File: src/rtl/instr_decode_stage_pkg.sv
// Shared types for the decode stage: op-type classes, opcode map, decoded entry layout.
package common;

    localparam logic RESET                 = 1'b0;
    localparam int   INSTRUCTION_WIDTH     = 32;
    localparam int   PROGRAM_ADDRESS_WIDTH = 32;
    localparam int   ILLEGAL_COUNT_W       = 8;

    typedef enum logic [2:0] {
        R_TYPE   = 3'd0,
        I_TYPE   = 3'd1,
        S_TYPE   = 3'd2,
        B_TYPE   = 3'd3,
        U_TYPE   = 3'd4,
        J_TYPE   = 3'd5,
        SYS_TYPE = 3'd6
    } instruction_op_type;

    typedef enum logic [1:0] {
        BUF_EMPTY = 2'd0,
        BUF_ONE   = 2'd1,
        BUF_TWO   = 2'd2
    } buf_state_t;

    localparam logic [6:0] OPC_LOAD     = 7'b0000011;
    localparam logic [6:0] OPC_LOAD_FP  = 7'b0000111;
    localparam logic [6:0] OPC_OP_IMM   = 7'b0010011;
    localparam logic [6:0] OPC_U_AUIPC  = 7'b0010111;
    localparam logic [6:0] OPC_STORE    = 7'b0100011;
    localparam logic [6:0] OPC_STORE_FP = 7'b0100111;
    localparam logic [6:0] OPC_OP       = 7'b0110011;
    localparam logic [6:0] OPC_U_LUI    = 7'b0110111;
    localparam logic [6:0] OPC_MADD     = 7'b1000011;
    localparam logic [6:0] OPC_MSUB     = 7'b1000111;
    localparam logic [6:0] OPC_NMSUB    = 7'b1001011;
    localparam logic [6:0] OPC_NMADD    = 7'b1001111;
    localparam logic [6:0] OPC_OP_FP    = 7'b1010011;
    localparam logic [6:0] OPC_BRANCH   = 7'b1100011;
    localparam logic [6:0] OPC_JALR     = 7'b1100111;
    localparam logic [6:0] OPC_J_JAL    = 7'b1101111;
    localparam logic [6:0] OPC_SYSTEM   = 7'b1110011;

    // imm holds the 32-bit sign-extended immediate; the top widens it to XLEN.
    typedef struct packed {
        instruction_op_type                op_type;
        logic [6:0]                        opcode;
        logic [4:0]                        rd;
        logic [4:0]                        rs1;
        logic [4:0]                        rs2;
        logic [31:0]                       imm;
        logic [PROGRAM_ADDRESS_WIDTH-1:0]  pc;
        logic                              illegal;
    } decoded_instr_t;

endpackage

File: src/rtl/instr_decode_stage_field_decoder.sv
// Combinational RV32 field decoder: classifies the opcode and extracts registers and immediate.
module instr_field_decoder
    import common::*;
#(
    parameter int XLEN      = 32,
    parameter bit ENABLE_FP = 1'b0
) (
    input  logic [INSTRUCTION_WIDTH-1:0] i_instr,
    output decoded_instr_t               o_dec
);

    // Immediates are narrower than any legal XLEN, so the sign always comes from bit 31.
    localparam int SIGN_BIT = (XLEN >= 32) ? 31 : XLEN - 1;

    logic        w_sign;
    logic [6:0]  w_opc;
    logic [31:0] w_imm_i;
    logic [31:0] w_imm_s;
    logic [31:0] w_imm_b;
    logic [31:0] w_imm_u;
    logic [31:0] w_imm_j;

    assign w_sign  = i_instr[SIGN_BIT];
    assign w_opc   = i_instr[6:0];
    assign w_imm_i = {{20{w_sign}}, i_instr[31:20]};
    assign w_imm_s = {{20{w_sign}}, i_instr[31:25], i_instr[11:7]};
    assign w_imm_b = {{19{w_sign}}, i_instr[31], i_instr[7], i_instr[30:25], i_instr[11:8], 1'b0};
    assign w_imm_u = {i_instr[31:12], 12'b0};
    assign w_imm_j = {{11{w_sign}}, i_instr[31], i_instr[19:12], i_instr[20], i_instr[30:21], 1'b0};

    always_comb begin
        o_dec         = '0;
        o_dec.opcode  = w_opc;
        o_dec.op_type = R_TYPE;
        unique case (w_opc)
            OPC_OP: begin
                o_dec.rd  = i_instr[11:7];
                o_dec.rs1 = i_instr[19:15];
                o_dec.rs2 = i_instr[24:20];
            end
            OPC_OP_FP, OPC_MADD, OPC_MSUB, OPC_NMSUB, OPC_NMADD: begin
                if (ENABLE_FP) begin
                    o_dec.rd  = i_instr[11:7];
                    o_dec.rs1 = i_instr[19:15];
                    o_dec.rs2 = i_instr[24:20];
                end else begin
                    o_dec.illegal = 1'b1;
                end
            end
            OPC_OP_IMM, OPC_JALR, OPC_LOAD: begin
                o_dec.op_type = I_TYPE;
                o_dec.rd      = i_instr[11:7];
                o_dec.rs1     = i_instr[19:15];
                o_dec.imm     = w_imm_i;
            end
            OPC_LOAD_FP: begin
                if (ENABLE_FP) begin
                    o_dec.op_type = I_TYPE;
                    o_dec.rd      = i_instr[11:7];
                    o_dec.rs1     = i_instr[19:15];
                    o_dec.imm     = w_imm_i;
                end else begin
                    o_dec.illegal = 1'b1;
                end
            end
            OPC_STORE: begin
                o_dec.op_type = S_TYPE;
                o_dec.rs1     = i_instr[19:15];
                o_dec.rs2     = i_instr[24:20];
                o_dec.imm     = w_imm_s;
            end
            OPC_STORE_FP: begin
                if (ENABLE_FP) begin
                    o_dec.op_type = S_TYPE;
                    o_dec.rs1     = i_instr[19:15];
                    o_dec.rs2     = i_instr[24:20];
                    o_dec.imm     = w_imm_s;
                end else begin
                    o_dec.illegal = 1'b1;
                end
            end
            OPC_BRANCH: begin
                o_dec.op_type = B_TYPE;
                o_dec.rs1     = i_instr[19:15];
                o_dec.rs2     = i_instr[24:20];
                o_dec.imm     = w_imm_b;
            end
            OPC_U_LUI, OPC_U_AUIPC: begin
                o_dec.op_type = U_TYPE;
                o_dec.rd      = i_instr[11:7];
                o_dec.imm     = w_imm_u;
            end
            OPC_J_JAL: begin
                o_dec.op_type = J_TYPE;
                o_dec.rd      = i_instr[11:7];
                o_dec.imm     = w_imm_j;
            end
            OPC_SYSTEM: begin
                o_dec.op_type = SYS_TYPE;
                o_dec.rd      = i_instr[11:7];
                o_dec.rs1     = i_instr[19:15];
                o_dec.imm     = w_imm_i;
            end
            default: o_dec.illegal = 1'b1;
        endcase
    end

endmodule

File: src/rtl/instr_decode_stage.sv
// Elastic decode stage: field decoder feeding a two-entry skid buffer plus an illegal counter.
module instr_decode_stage
    import common::*;
#(
    parameter int XLEN      = 32,
    parameter int INSTR_W   = INSTRUCTION_WIDTH,
    parameter int PC_W      = PROGRAM_ADDRESS_WIDTH,
    parameter bit ENABLE_FP = 1'b0
) (
    input  logic                       clk,
    input  logic                       reset,
    input  logic                       flush,
    input  logic                       in_valid,
    output logic                       in_ready,
    input  logic [INSTR_W-1:0]         in_instr,
    input  logic [PC_W-1:0]            in_pc,
    output logic                       out_valid,
    input  logic                       out_ready,
    output logic [2:0]                 out_op_type,
    output logic [6:0]                 out_opcode,
    output logic [4:0]                 out_rd,
    output logic [4:0]                 out_rs1,
    output logic [4:0]                 out_rs2,
    output logic [XLEN-1:0]            out_imm,
    output logic [PC_W-1:0]            out_pc,
    output logic                       out_illegal,
    output logic [ILLEGAL_COUNT_W-1:0] illegal_count,
    output logic [1:0]                 dbg_state
);

    buf_state_t                 r_state;
    buf_state_t                 w_state_next;
    decoded_instr_t             r_main;
    decoded_instr_t             r_skid;
    decoded_instr_t             w_fields;
    decoded_instr_t             w_dec;
    logic [ILLEGAL_COUNT_W-1:0] r_count;
    logic                       w_acc;
    logic                       w_pop;
    logic                       w_load_main_dec;
    logic                       w_load_main_skid;
    logic                       w_load_skid;

    instr_field_decoder #(
        .XLEN      (XLEN),
        .ENABLE_FP (ENABLE_FP)
    ) u_field_decoder (
        .i_instr (in_instr),
        .o_dec   (w_fields)
    );

    always_comb begin
        w_dec    = w_fields;
        w_dec.pc = PROGRAM_ADDRESS_WIDTH'(in_pc);
    end

    // A transfer happens on a rising edge where valid and ready are both high;
    // valid never depends on ready, and a presented entry holds until taken.
    assign in_ready  = (r_state != BUF_TWO) && (reset != RESET);
    assign out_valid = (r_state != BUF_EMPTY);
    assign w_acc     = in_valid & in_ready;
    assign w_pop     = out_valid & out_ready;

    always_comb begin
        w_state_next     = r_state;
        w_load_main_dec  = 1'b0;
        w_load_main_skid = 1'b0;
        w_load_skid      = 1'b0;
        if (flush) begin
            w_state_next = BUF_EMPTY;
        end else begin
            unique case (r_state)
                BUF_EMPTY: begin
                    if (w_acc) begin
                        w_state_next    = BUF_ONE;
                        w_load_main_dec = 1'b1;
                    end
                end
                BUF_ONE: begin
                    if (w_acc && w_pop) begin
                        w_load_main_dec = 1'b1;
                    end else if (w_acc) begin
                        w_state_next = BUF_TWO;
                        w_load_skid  = 1'b1;
                    end else if (w_pop) begin
                        w_state_next = BUF_EMPTY;
                    end
                end
                BUF_TWO: begin
                    if (w_pop) begin
                        w_state_next     = BUF_ONE;
                        w_load_main_skid = 1'b1;
                    end
                end
                default: w_state_next = BUF_EMPTY;
            endcase
        end
    end

    always_ff @(posedge clk) begin
        if (reset == RESET) begin
            r_state <= BUF_EMPTY;
        end else begin
            r_state <= w_state_next;
        end
    end

    always_ff @(posedge clk) begin
        if (reset == RESET) begin
            r_main <= '0;
            r_skid <= '0;
        end else begin
            if (w_load_main_dec) begin
                r_main <= w_dec;
            end else if (w_load_main_skid) begin
                r_main <= r_skid;
            end
            if (w_load_skid) begin
                r_skid <= w_dec;
            end
        end
    end

    always_ff @(posedge clk) begin
        if (reset == RESET) begin
            r_count <= '0;
        end else if (w_acc && !flush && w_dec.illegal && (r_count != '1)) begin
            r_count <= r_count + 1'b1;
        end
    end

    assign out_op_type   = r_main.op_type;
    assign out_opcode    = r_main.opcode;
    assign out_rd        = r_main.rd;
    assign out_rs1       = r_main.rs1;
    assign out_rs2       = r_main.rs2;
    assign out_imm       = XLEN'($signed(r_main.imm));
    assign out_pc        = PC_W'(r_main.pc);
    assign out_illegal   = r_main.illegal;
    assign illegal_count = r_count;
    assign dbg_state     = r_state;

endmodule

File: config.mk
export PLATFORM = sky130hd
export DESIGN_NAME = instr_decode_stage
export DESIGN_NICKNAME = d
export VERILOG_FILES = /design/src/rtl/instr_decode_stage_pkg.sv /design/src/rtl/instr_decode_stage_field_decoder.sv /design/src/rtl/instr_decode_stage.sv
export SDC_FILE = /design/constraint.sdc
export NUM_CORES = 1
export LEC_CHECK = 0
export ABC_AREA = 1
export CAP_MARGIN = 20
export CORE_MARGIN = 2
export CORE_UTILIZATION = 47
export CTS_CLUSTER_SIZE = 40
export DETAILED_ROUTE_END_ITERATION = 10
export MAX_ROUTING_LAYER = met4
export PLACE_DENSITY = 0.8
export REMOVE_ABC_BUFFERS = 1
export SLEW_MARGIN = 10
export SYNTH_ARGS = -nofsm -noshare
export SYNTH_HDL_FRONTEND = slang
export SYNTH_SLANG_ARGS = --single-unit
File: constraint.sdc
create_clock -name clk -period 1.8 [get_ports clk]
set_input_delay 0.54 -clock clk [delete_from_list [all_inputs] [get_ports clk]]
set_output_delay 0.54 -clock clk [all_outputs]
set_load 0.01 [all_outputs]
==> impl_metrics.toml <==
[outcome]
status = "completed"

[clocking]
clock_path_buffers = 2
cts.sinks = 190
worstSkewPairLatency_ns = 0.44
htreeDepth = 4
cts_made_buffers = 17
cts.clk_slew.worst_paths_ns = 0.07
cts_root_buf = "clkbuf_16"
cts_tree = "done"

[critical_path]
r2r_start = "dbg_state[1]$_SDFFE_PP0P_"
critPathLaunch = "dbg_state[1]$_SDFFE_PP0P_"
worst_setup_path_end_kind = "primary output"
r2r_end = "out_imm[31]$_SDFFE_PN0P_"
r2r_slack_ns = 0.13
criticalPathCategory = "flop to primary output"
critPathLaunchType = "flop"
crit_fanout = 5
cp.arrival_ns = 1.18
reg2reg_depth = 10
required_ns = 1.26
crit_end = "in_ready"

[synthesis]
synth.distinct_cells = 32
ys_seq_area_frac = 0.4398
synth_cells = 1282
synth-seq-cells = 190
syn_avg_cell_area_sq_um = 6.747
yosysWarnings = 0
synth_top_area_cell = "dfxtp_1"
synth_edf_count = 0
synthTopCellsByArea = "dfxtp_1 (44%), nand2_1 (16%), nor2_1 (6.6%), o21ai_0 (6.2%), a21oi_1 (6.2%)"
synthArstFlopShare = 0
synth_top_area_frac = 0.4398
synth_ff_type = "dfxtp_1"
synth_area_sq_um = 8650

[drt]
num_vias = 8937
routedWlPerCell_microns = 14.27
drc = 0
drt-initial-drc-count = 696
topRoutingLayerUsed = "met4"
dr.pass1.iters = 5
wl_met1_microns = 10620
vias_per_cell = 5.248
dr_wl_met3_microns = 1562
wirelength_microns = 24310
antenna_left = 0
wl_met2_microns = 11660

[layout]
drive_above_1_share = 0.1072
antenna_cells = 0
utilization = 0.6420
multi_input_area_sq_um = 4091
nFillCells = 1603
fin_nets = 1531
syn2layout_area_growth_pct = 33.78
seqCellArea_sq_um = 3817

[timing]
fmax_ghz = 0.5819
final_max_slew_viol_count = 0
grt_setup_unrepaired = "true"
slew_headroom = 0.4294
min_period_over_period = 0.9547
holdWs_ns = 0.4538
final-hold-violation-count = 0
worstMarginPinSlew_ns = 0.8559
skew_ns = 0.007010
final-setup-viol-count = 0
min_period_ns = 1.718

[global_routing]
grt_pass1_vias = 8174
antenna_found_initial = 0
grt_max_degree = 77
grt_usage = 0.2521
grt-ovfl-total = 0
grt_pass1_wl_microns = 39610

[floorplanning]
core_sq_um = 18020
fp-row-count = 49
io_pins = 171
initial_utilization = 0.4799
die_w_microns = 139.7
dieArea_sq_um = 19500
die_height_microns = 139.7

[placement]
gp_congestion = 0.8422
port_buffers = 170
hpwlAfterDp_microns = 15750

[power_and_ir_drop]
p_sw_frac = 0.2623
leakage_nw = 5.766
combPwrFrac = 0.101
ir_drop_uv = 671.1
p_sw_w = 0.002387
power.internal_w = 0.006713
power_density_nw_per_um2 = 786.4
pwr-share-clk = 0.420
pwr-share-seq = 0.480

[job]
max-cap-violations = 0

[min_path]
hp-class = "primary input to flop"
## worst min path at each step
stage                            start  cells after the start                         end
2_1_floorplan  r_skid[65]$_SDFFE_PN0P_                      2     r_skid[65]$_SDFFE_PN0P_
3_3_place_gp   r_skid[67]$_SDFFE_PN0P_                      2     r_skid[67]$_SDFFE_PN0P_
3_5_place_dp   r_skid[67]$_SDFFE_PN0P_                      2     r_skid[67]$_SDFFE_PN0P_
4_1_cts        r_skid[67]$_SDFFE_PN0P_                      2     r_skid[67]$_SDFFE_PN0P_
5_1_grt                    in_instr[0]                      3     r_skid[80]$_SDFFE_PN0P_
6_report                   in_instr[0]                      3  out_opcode[0]$_SDFFE_PN0P_
## flip-flops by register name (all words and copies together), names as in the netlist
register,cells
out_rs2,5
out_opcode,7
dbg_state,2
illegal_count,8
out_imm,32
out_op_type,3
out_rs1,5
r_skid,90
out_pc,32
out_illegal,1
out_rd,5
## routing by layer
layer / track usage / vias to the layer above
li1: - / 4437
met1: 0.3275 / 4143
met2: 0.4030 / 316
met3: 0.03992 / 41
met4: 0.08474 / 0
met5: - / -
## final cells by class
class | count | area share
multi-input combinational | 894 | 0.3536
sequential | 190 | 0.3299
timing repair buffer | 236 | 0.1991
inverter | 122 | 0.04044
clock buffer | 17 | 0.03676
tap | 229 | 0.02476
clock inverter | 15 | 0.01546
## layout by cell type, fill, tap and decap left out, types with 3 or more instances in the layout
master and instances:
a21oi_2 3, dfxtp_2 5, nand2_2 10, a31oi_1 20, clkinv_4 5, nor2_1 149
inv_2 9, inv_1 111, dfxtp_1 183, and3_1 7, clkinv_8 3, buf_12 16
nand4_1 8, xor2_1 4, buf_4 48, nor2_4 10, o21ai_0 99, nand2_1 357
nand3_1 85, nor3_1 3, dlymetal6s2s_1 3, dlygate4sd2_1 106, inv_6 5, nor2_2 8
o21ai_1 14, clkdlybuf4s50_1 58, clkbuf_16 19, a21oi_1 104
## synthesized netlist by cell type, types with 4 or more instances
| cell type | n |
|---|---|
| buf_4 | 15 |
| o21ai_1 | 6 |
| clkbuf_1 | 27 |
| xor2_1 | 4 |
| nand2_2 | 5 |
| inv_2 | 9 |
| a31oi_1 | 20 |
| nor2_1 | 153 |
| and3_1 | 7 |
| nand2_1 | 363 |
| nor2_2 | 8 |
| o21ai_0 | 108 |
| buf_2 | 31 |
| a21oi_1 | 107 |
| inv_1 | 113 |
| nand4_1 | 8 |
| nand3_1 | 86 |
| dfxtp_1 | 190 |
## metrics by stage
step / worst slack, ns / power [W] / instance area (sq um) / TNS, ns / instances
global placement: -0.4848 / 0.005403 / 10880 / -72.59 / 1663
floorplan: -2.581 / 0.004842 / 8233 / -269.27 / 1203
global route: -0.0002234 / 0.009443 / 11570 / -0.0002234 / 1703
finish: 0.08160 / 0.009100 / 11570 / 0 / 1703
detailed placement: -0.5780 / 0.005420 / 10880 / -82.49 / 1663
CTS: -0.02909 / 0.009145 / 11440 / -0.02909 / 1699
## logic make-up after synthesis
kind of cell    after synthesis  synth area share
xor+xnor                      5          0.005063
fa+ha+maj                     1          0.001446
simple gates                642            0.3085
buf+inv                     201            0.1011
compound gates              243            0.1441
flops                       190            0.4398
## power groups by stage
stage	combinational (W)	sequential (W)	clock, W
3_5_place_dp	0.000952	0.00447	0
3_3_place_gp	0.000937	0.00447	0
2_1_floorplan	0.000343	0.00450	0
5_1_grt	0.00101	0.00438	0.00406
4_1_cts	0.000905	0.00436	0.00388
6_report	0.000916	0.00436	0.00382
## worst max-delay path, cell delays in order (launching register included)
cell and delay, ns:
dfxtp_4 0.37, inv_2 0.10, nor2_4 0.05, nor2_2 0.09, clkbuf_2 0.14
## timing repair
item / 4_1_cts / 5_1_grt
setup buffers: 1 / 2
cloned: 3 / 2
hold buffers: 0 / 0
setup endpoints to repair: 189 / 151
resized for setup: 130 / 31
pin swaps: 6 / 6
(Power assumes the default switching activity.)
